$ cat config.mk
export PLATFORM = sky130hd
export DESIGN_NAME = sseg_scan_n
export DESIGN_NICKNAME = d
export VERILOG_FILES = /design/src/rtl/sseg_scan_n.sv
export SDC_FILE = /design/constraint.sdc
export NUM_CORES = 1
export LEC_CHECK = 0
export ABC_AREA = 1
export BUFFER_PORTS_ARGS = -buffer_cell sky130_fd_sc_hd__buf_4
export CORE_ASPECT_RATIO = 1.5
export CORE_MARGIN = 2
export CORE_UTILIZATION = 58
export CTS_CLUSTER_DIAMETER = 200
export DETAILED_ROUTE_END_ITERATION = 16
export GPL_TIMING_DRIVEN = 0
export PLACE_DENSITY = 0.79
export SLEW_MARGIN = 20
export SYNTH_ARGS = -nofsm -noshare
export SYNTH_HDL_FRONTEND = slang
export SYNTH_SLANG_ARGS = --single-unit
$ cat constraint.sdc
create_clock -name clk -period 2.16 [get_ports clk]
set_input_delay 0.108 -clock clk [delete_from_list [all_inputs] [get_ports clk]]
set_output_delay 0.108 -clock clk [all_outputs]
set_load 0.02 [all_outputs]
$ cat src/rtl/sseg_scan_n.sv
// Multiplexed N-digit seven-segment scanner with frame-atomic display updates,
// leading-zero blanking and per-slot PWM brightness control.
module sseg_scan_n #(
    parameter int DIGITS   = 4,
    parameter int DIV      = 100000,
    parameter int BRIGHT_W = 3
) (
    input  logic                  clk,
    input  logic                  btnC,
    input  logic [4*DIGITS-1:0]   value,
    input  logic [DIGITS-1:0]     dp_in,
    input  logic                  load,
    input  logic                  blank_lz,
    input  logic [BRIGHT_W-1:0]   bright,
    output logic [6:0]            seg,
    output logic                  dp,
    output logic [DIGITS-1:0]     an,
    output logic                  pending,
    output logic                  frame
);

    localparam int PW = (DIV > 1) ? $clog2(DIV) : 1;
    localparam int IW = (DIGITS > 1) ? $clog2(DIGITS) : 1;
    localparam logic [PW-1:0]       PRESC_MAX = PW'(DIV - 1);
    localparam logic [IW-1:0]       IDX_MAX   = IW'(DIGITS - 1);
    localparam logic [BRIGHT_W-1:0] PWM_MAX   = {BRIGHT_W{1'b1}};

    // Active-low hex decode, bit order {g,f,e,d,c,b,a}
    function automatic logic [6:0] hex_decode(input logic [3:0] nib);
        logic [6:0] s;
        case (nib)
            4'h0: s = 7'b1000000;
            4'h1: s = 7'b1111001;
            4'h2: s = 7'b0100100;
            4'h3: s = 7'b0110000;
            4'h4: s = 7'b0011001;
            4'h5: s = 7'b0010010;
            4'h6: s = 7'b0000010;
            4'h7: s = 7'b1111000;
            4'h8: s = 7'b0000000;
            4'h9: s = 7'b0010000;
            4'hA: s = 7'b0001000;
            4'hB: s = 7'b0000011;
            4'hC: s = 7'b1000110;
            4'hD: s = 7'b0100001;
            4'hE: s = 7'b0000110;
            4'hF: s = 7'b0001110;
            default: s = 7'b1111111;
        endcase
        return s;
    endfunction

    logic [PW-1:0]         presc_q, presc_d;
    logic [IW-1:0]         idx_q, idx_d;
    logic [BRIGHT_W-1:0]   pwm_q, pwm_d;
    logic [4*DIGITS-1:0]   shadow_q, shadow_d, disp_q, disp_d;
    logic [DIGITS-1:0]     shdp_q, shdp_d, dispdp_q, dispdp_d;
    logic                  pending_q, pending_d;
    logic                  frame_q, frame_d;
    logic [6:0]            seg_q, seg_d;
    logic                  dp_q, dp_d;
    logic [DIGITS-1:0]     an_q, an_d;
    logic                  tick_s;
    logic                  lit_s;
    logic                  zero_run_s;
    logic [DIGITS-1:0]     blank_s;
    logic [3:0]            nib_s;

    // Prescaler, digit index, PWM counter; frame is registered one cycle ahead
    // so it is high exactly in the cycle of the wrapping tick.
    always_comb begin
        tick_s  = (presc_q == PRESC_MAX);
        presc_d = presc_q + PW'(1);
        idx_d   = idx_q;
        pwm_d   = pwm_q;
        if (tick_s) begin
            presc_d = '0;
            pwm_d   = '0;
            if (idx_q == IDX_MAX) begin
                idx_d = '0;
            end else begin
                idx_d = idx_q + IW'(1);
            end
        end else begin
            if (pwm_q != PWM_MAX) begin
                pwm_d = pwm_q + BRIGHT_W'(1);
            end else begin
                pwm_d = pwm_q;
            end
        end
        frame_d = (presc_d == PRESC_MAX) && (idx_d == IDX_MAX);
    end

    // Shadow/display double buffering: transfer on frame, last load wins
    always_comb begin
        shadow_d  = shadow_q;
        shdp_d    = shdp_q;
        disp_d    = disp_q;
        dispdp_d  = dispdp_q;
        pending_d = pending_q;
        if (frame_q && pending_q) begin
            disp_d    = shadow_q;
            dispdp_d  = shdp_q;
            pending_d = 1'b0;
        end else begin
            disp_d    = disp_q;
            dispdp_d  = dispdp_q;
        end
        if (load) begin
            shadow_d  = value;
            shdp_d    = dp_in;
            pending_d = 1'b1;
        end else begin
            shadow_d  = shadow_q;
            shdp_d    = shdp_q;
        end
    end

    // Leading-zero blanking mask, scanning from the top digit downward
    always_comb begin
        zero_run_s = 1'b1;
        blank_s    = '0;
        for (int k = DIGITS - 1; k >= 0; k--) begin
            zero_run_s = zero_run_s && (disp_q[4*k +: 4] == 4'h0);
            blank_s[k] = blank_lz && zero_run_s && (k != 0);
        end
    end

    // Next output values for the active slot
    always_comb begin
        nib_s = disp_q[{idx_q, 2'b00} +: 4];
        lit_s = (pwm_q <= bright) && !blank_s[idx_q];
        an_d  = '1;
        for (int k = 0; k < DIGITS; k++) begin
            an_d[k] = !(lit_s && (idx_q == IW'(k)));
        end
        if (lit_s) begin
            seg_d = hex_decode(nib_s);
            dp_d  = !dispdp_q[idx_q];
        end else begin
            seg_d = 7'b1111111;
            dp_d  = 1'b1;
        end
    end

    // State and output registers with synchronous reset
    always_ff @(posedge clk) begin
        if (btnC) begin
            presc_q   <= '0;
            idx_q     <= '0;
            pwm_q     <= '0;
            shadow_q  <= '0;
            shdp_q    <= '0;
            disp_q    <= '0;
            dispdp_q  <= '0;
            pending_q <= 1'b0;
            frame_q   <= 1'b0;
            seg_q     <= 7'b1111111;
            dp_q      <= 1'b1;
            an_q      <= '1;
        end else begin
            presc_q   <= presc_d;
            idx_q     <= idx_d;
            pwm_q     <= pwm_d;
            shadow_q  <= shadow_d;
            shdp_q    <= shdp_d;
            disp_q    <= disp_d;
            dispdp_q  <= dispdp_d;
            pending_q <= pending_d;
            frame_q   <= frame_d;
            seg_q     <= seg_d;
            dp_q      <= dp_d;
            an_q      <= an_d;
        end
    end

    assign seg     = seg_q;
    assign dp      = dp_q;
    assign an      = an_q;
    assign pending = pending_q;
    assign frame   = frame_q;

endmodule
# --- Word-level counts from Yosys, hierarchy flattened ---
# Memory sizes are Yosys's and may differ from the RTL's. A register that Yosys moved wholly into a read port is not among the register bits.
# Index checks and enable logic that the tools add are counted.
op_classes:
  n_addsub: 3
  n_lt_le_gt_ge: 2
  eq_ne: 7
  shift: 1
  muxes: 9
  bitwise_logic: 1
  reduce_logical: 25
op_table:
  columns: ["operator", "n"]
  rows:
  - ["17-bit == test, second input constant", 2]
  - ["17-bit by 1-bit adder with 17-bit output, second input constant", 1]
  - ["17-bit two-way mux", 1]
  - ["16-bit by 5-bit indexed part select with 4-bit output", 1]
  - ["1-bit logical AND", 12]
  - ["4-bit zero test", 3]
  - ["2-bit == test, second input constant", 3]
  - ["1-bit zero test", 6]
  - ["1-bit binary-select mux with 2-bit select", 2]
  - ["1-bit two-way mux", 4]
  - ["2-bit two-way mux", 2]
  - ["2-bit OR reduction", 2]
  - ["3-bit by 1-bit adder with 3-bit output, second input constant", 1]
  - ["3-bit less-or-equal comparator", 1]
  - ["2-bit by 3-bit < comparator with 1-bit output, second input constant", 1]
  - ["3-bit != test, second input constant", 1]
  - ["2-bit by 1-bit adder with 2-bit output, second input constant", 1]
  - ["2-bit by 1-bit == test with 1-bit output, second input constant", 1]
  - ["2-bit zero test", 1]
  - ["2-bit nonzero test", 1]
  - ["1-bit inverter", 1]
totals:
  ff_bits: 69
  romBits: 112
  output_inout_bits: 14
  n_memories: 1
mem_list:
  columns: ["memory", "words", "word_bits", "rd", "rd_clocked_by_memory_dff", "wr", "line", "source"]
  rows:
  - ["(name not given)", 16, 7, 1, 1, 0, "31", "case (nib)"]

# --- Logic depth before layout (Yosys ltp) ---
depth:
  ltp_word: 10
  ltp_mapped: 12
  depth_no_buf: 12

# --- Worst setup path before layout ---
# No wires, ideal clock.
synth_path:
  path_kind: "register -> register"
  from: "register idx_q[0]"
  to: "register seg_q[3] (netlist: seg[3])"
  arrival_time_ns: 1.549
  slack_ns: 0.487
  stages_incl_launch_ff: 11
  n_path_buf: 1
  synth_period_minus_slack_ns: 1.673
  path_cell_list: "dfxtp_1 inv_2 buf_2 a21oi_1 o21ai_1 o21ai_2 inv_2 ha_1 nor2_1 o21ai_0 nand3b_1"
synth_between:
  elab_chain_cells: 6
synth_lines:
  columns: ["element", "line", "source"]
  rows:
  - ["start, declared", "54", "logic [IW-1:0] idx_q, idx_d;"]
  - ["start signal, assigned", "163", "idx_q <= idx_d;"]
  - ["1-bit binary-select mux with 2-bit select", "132", "lit_s = (pwm_q <= bright) && !blank_s[idx_q];"]
  - ["1-bit two-way mux (implied by the code)", "132", null]
  - ["1-bit zero test", "132", null]
  - ["1-bit logical AND", "132", null]
  - ["1-bit inverter (no source line)", null, null]
  - ["2-bit OR reduction (no source line)", null, null]
  - ["end, declared", "60", "logic [6:0] seg_q, seg_d;"]
# Several ways; a longest one is shown, not always the timed one. The select of a mux whose other input is x is not followed.
# A chain may end at the register's enable or synchronous reset.

# --- Worst setup path after layout ---
layout_path:
  from: "register idx_q[1]"
  to: "register seg_q[0] (netlist: seg[0])"
# Same word-level chain as after synthesis.

==> qor.csv <==
stage;metric;value;unit
status;status;complete, no violations;
setup_path;endpoint required time on the critical path;2.38;ns
sta;total negative setup slack;0;ns
sta;setup repair after global routing missed its margin;false;
place;total half-perimeter wirelength after legalization and detailed placement;5.69;mm
sta;final hold violations;0;
clock_network;buffers inserted by post-CTS timing repair;0;
drt;initial DRC count;130;
sta;slew at the pin closest to its max-slew limit;0.486;ns
clock_network;number of buffers added by the clock tree synthesis step;9;
sta;Fmax achieved;509;MHz
pwr;combinational share of power;0.092;
sta;Slew Limit Headroom;0.676;
logic_synthesis;Top FF cell, synth;dfxtp_1;
final_layout;n_diodes;0;
logic_synthesis;Post-Syn Area;3540;µm²
drt;number of vias per cell after detailed routing;5.14;
pwr;fraction of power spent switching nets;0.233;
pwr;clock power share;0.343;
drt;wire length reported by the detailed router;7.67;mm
final_layout;most common cell after layout, fill and taps aside;nor2_1;
final_layout;Finished Core Util;0.728;
drt;remaining antenna violation count after routing;0;
logic_synthesis;top cell type's share of synthesized area;0.429;
logic_synthesis;average instance area after synthesis;7.12;µm²
pwr;Worst IR Drop VDD;0.448;mV
sta;count of endpoints failing setup in the final report;0;
pwr;sequential power share;0.565;
logic_synthesis;multiplexer share of the synthesized area;0;
logic_synthesis;synth top area cells;dfxtp_1, nor2_1, nand2_1;
floorplanning;floorplan die area;6770;µm²
global_routing;global-route wire length before repair;13.0;mm
logic_synthesis;xor-xnor portion of the synthesized cell area;0.0148;
logic_synthesis;share of synthesized cell area in and, or, nand and nor gates;0.321;
logic_synthesis;Unique masters post-synth;31;
setup_path;Arrival @ worst endpoint;2.19;ns
setup_path;critical-path cell with the highest stage delay;dfxtp_1;
clock_network;Clk pin slew, worst setup/hold paths;0.07;ns
final_layout;Layout Nets;610;
floorplanning;Ports;41;
floorplanning;initial cell density of the core;0.604;
worst_hold_path;path class of the lowest-slack min-delay path;input pin to register;
sta;clock skew;0.00537;ns
setup_path;CP max stage delay;0.35;ns
pwr;internal power;2.01;mW
logic_synthesis;net count of the mapped netlist;541;
run;number of max-cap violations;0;
setup_path;crit-path most repeated cell;inv_2;
setup_path;crit path launch type;register;
global_routing;number of antenna violations at the first check in global routing;0;
clock_network;TritonCTS clock tree;done;
place;area of placed instances;3930;µm²
final_layout;area added between synthesis and finish;20.6;%
setup_path;endpoint class of the critical path;register;
drt;count of vias placed by the detailed router;3300;
drt;detailed-router iteration count before antenna repair;4;
clock_network;CTS Sinks;76;
sta;worst path setup slack after routing;0.196;ns
place;buffers added on ports;39;
floorplanning;Placeable Area;5870;µm²
setup_path;class of the most critical setup path;register to register;
logic_synthesis;part of the Yosys area used for sequential elements;0.429;
logic_synthesis;number of flops mapped to enable cells by yosys;0;
sta;fin crit share;0.909;
clock_network;clock root buffer master;clkbuf_8;
floorplanning;standard-cell rows;34;
sta;time the worst path needs with I/O delays and setup;1.96;ns
logic_synthesis;post-synthesis adder-cell area fraction;0.0565;
floorplanning;floorplan die height;99.7;µm
place;global placer's final weighted congestion;0.940;
clock_network;worst-skew pair later-pin latency;0.34;ns
final_layout;post-layout instance area;4280;µm²
global_routing;largest net degree at the start of global routing;12;
setup_path;cells along the critical path;buf_2, inv_2, a21oi_1, o21ai_1, o21ai_2, inv_2, ha_1, inv_1, nor2_1, o21ai_0, nand3_1;
pwr;Cell Pwr Density;612;nW/µm²
global_routing;total global-route track usage;0.250;
drt;Remaining DRCs;0;
clock_network;CTS H-tree lvls;3;
logic_synthesis;post-synthesis sequential element count;76;
logic_synthesis;dominant cell type by area after synthesis;dfxtp_1;
final_layout;layout cell share with drive strength beyond 1;0.149;
setup_path;Bufs and invs on worst path;4;
setup_path;worst-path fanout max;10;
global_routing;via count of the first global-routing pass;3164;
floorplanning;horizontal extent of the die;67.8;µm
final_layout;highest-count cells in the layout ignoring fill and taps;nor2_1, nand2_1, dfxtp_1;
logic_synthesis;share of synthesized registers carrying an async set or reset;0;
logic_synthesis;dominant combinational cell family by area after synthesis;simple AND/OR/NAND/NOR gates;
setup_path;Top Family by Delay on Critical Path;compound AO/OA/AOI/OAI gates;
place;minimum setup slack after placement;0.200;ns
drt;Routed WL per cell;11.9;µm
global_routing;remaining global-route overflow;0;
clock_network;buffer depth of the longest clock path;2;
sta;max-slew violation count;0;
logic_synthesis;synthesized netlist cell count;498;
pwr;Leak;1.84;nW
logic_synthesis;Synth warnings;0;
logic_synthesis;compound-gate portion of the synthesized area;0.116;
pwr;power dissipated by switching net loads;611;µW
power by group through the flow:
stage | registers [mW] | logic, mW | clock network (mW)
after detailed placement | 1.51 | 0.214 | 0
after CTS | 1.48 | 0.242 | 0.913
final | 1.48 | 0.242 | 0.897
after global routing | 1.48 | 0.272 | 0.962
after global placement | 1.51 | 0.210 | 0
after floorplan | 1.53 | 0.103 | 0
worst min-delay path, delay by kind of cell:
family / cells / cell delay [ns]
buf+inv: 1 / 0.08
simple gates: 2 / 0.13
final timing paths:
kind | slack [ns] | cells after the start | from | to
setup / recovery | 0.20 | 11 | idx_q[1]$_SDFF_PP0_ | seg[0]$_SDFF_PP1_
hold / removal | 0.02 | 3 | dp_in[3] | shdp_q[3]$_SDFFE_PP0P_
setup reg to reg | 0.20 | 11 | idx_q[1]$_SDFF_PP0_ | seg[0]$_SDFF_PP1_
hold reg to reg | 0.45 | 2 | dispdp_q[3]$_SDFFE_PP0P_ | dispdp_q[3]$_SDFFE_PP0P_
synthesized netlist by cell type, drive strengths merged, types with 3 or more instances:
cell type / count
a21oi: 19
buf: 5
clkbuf: 12
dfxtp: 76
ha: 16
inv: 40
nand2: 86
nand3: 24
nand3b: 3
nand4: 6
nor2: 136
nor3: 5
o21ai: 56
xor2: 5
through the flow:
step,cells,hold slack [ns],total power [mW]
6_report,642,0.0181,2.62
4_1_cts,642,0.00538,2.63
3_3_place_gp,609,0.327,1.72
3_5_place_dp,609,0.336,1.72
5_1_grt,642,0.0451,2.72
2_1_floorplan,498,0.243,1.63
final cells by class:
cell class,count,area [µm²]
Multi-Input combinational cell,364,1800
Inverter,41,154
Fill cell,478,1590
Sequential cell,76,1520
Buffer,17,68.8
Timing Repair Buffer,58,483
Tap cell,72,90.1
Clock inverter,2,12.5
Clock buffer,12,145
repair_timing:
item                                    in CTS  in global routing
hold endpoints to repair                    19                  0
endpoints found under the setup margin       0                  1
hold buffers                                19                  0
gates resized for setup                      0                  1
cell families (layout without fill, tap and decap cells):
| family | after synthesis | after routing |
|---|---|---|
| AND/OR/NAND/NOR | 263 | 263 |
| AO/OA/AOI/OAI | 79 | 79 |
| flip-flops | 76 | 76 |
| buffers and inverters | 58 | 130 |
| adder cells (fa/ha/maj) | 16 | 16 |
| XOR/XNOR | 6 | 6 |
state kept, by name, indices dropped and copies added (netlist names):
register / cells
pending: 1
dispdp_q: 4
disp_q: 16
idx_q: 2
seg: 7
frame: 1
an: 4
shdp_q: 4
presc_q: 17
pwm_q: 3
dp: 1
shadow_q: 16
routing by layer:
metal | up-vias | part of all wire | GRT usage | routed length (µm)
li1 | 1732 | - | - | -
met1 | 1481 | 0.39 | 0.244 | 3020
met2 | 66 | 0.54 | 0.476 | 4170
met3 | 21 | 0.030 | 0.0509 | 229
met4 | 0 | 0.031 | 0.118 | 241
met5 | - | 0 | 0 | 0
Note: power is estimated with default switching activity, not from simulation.
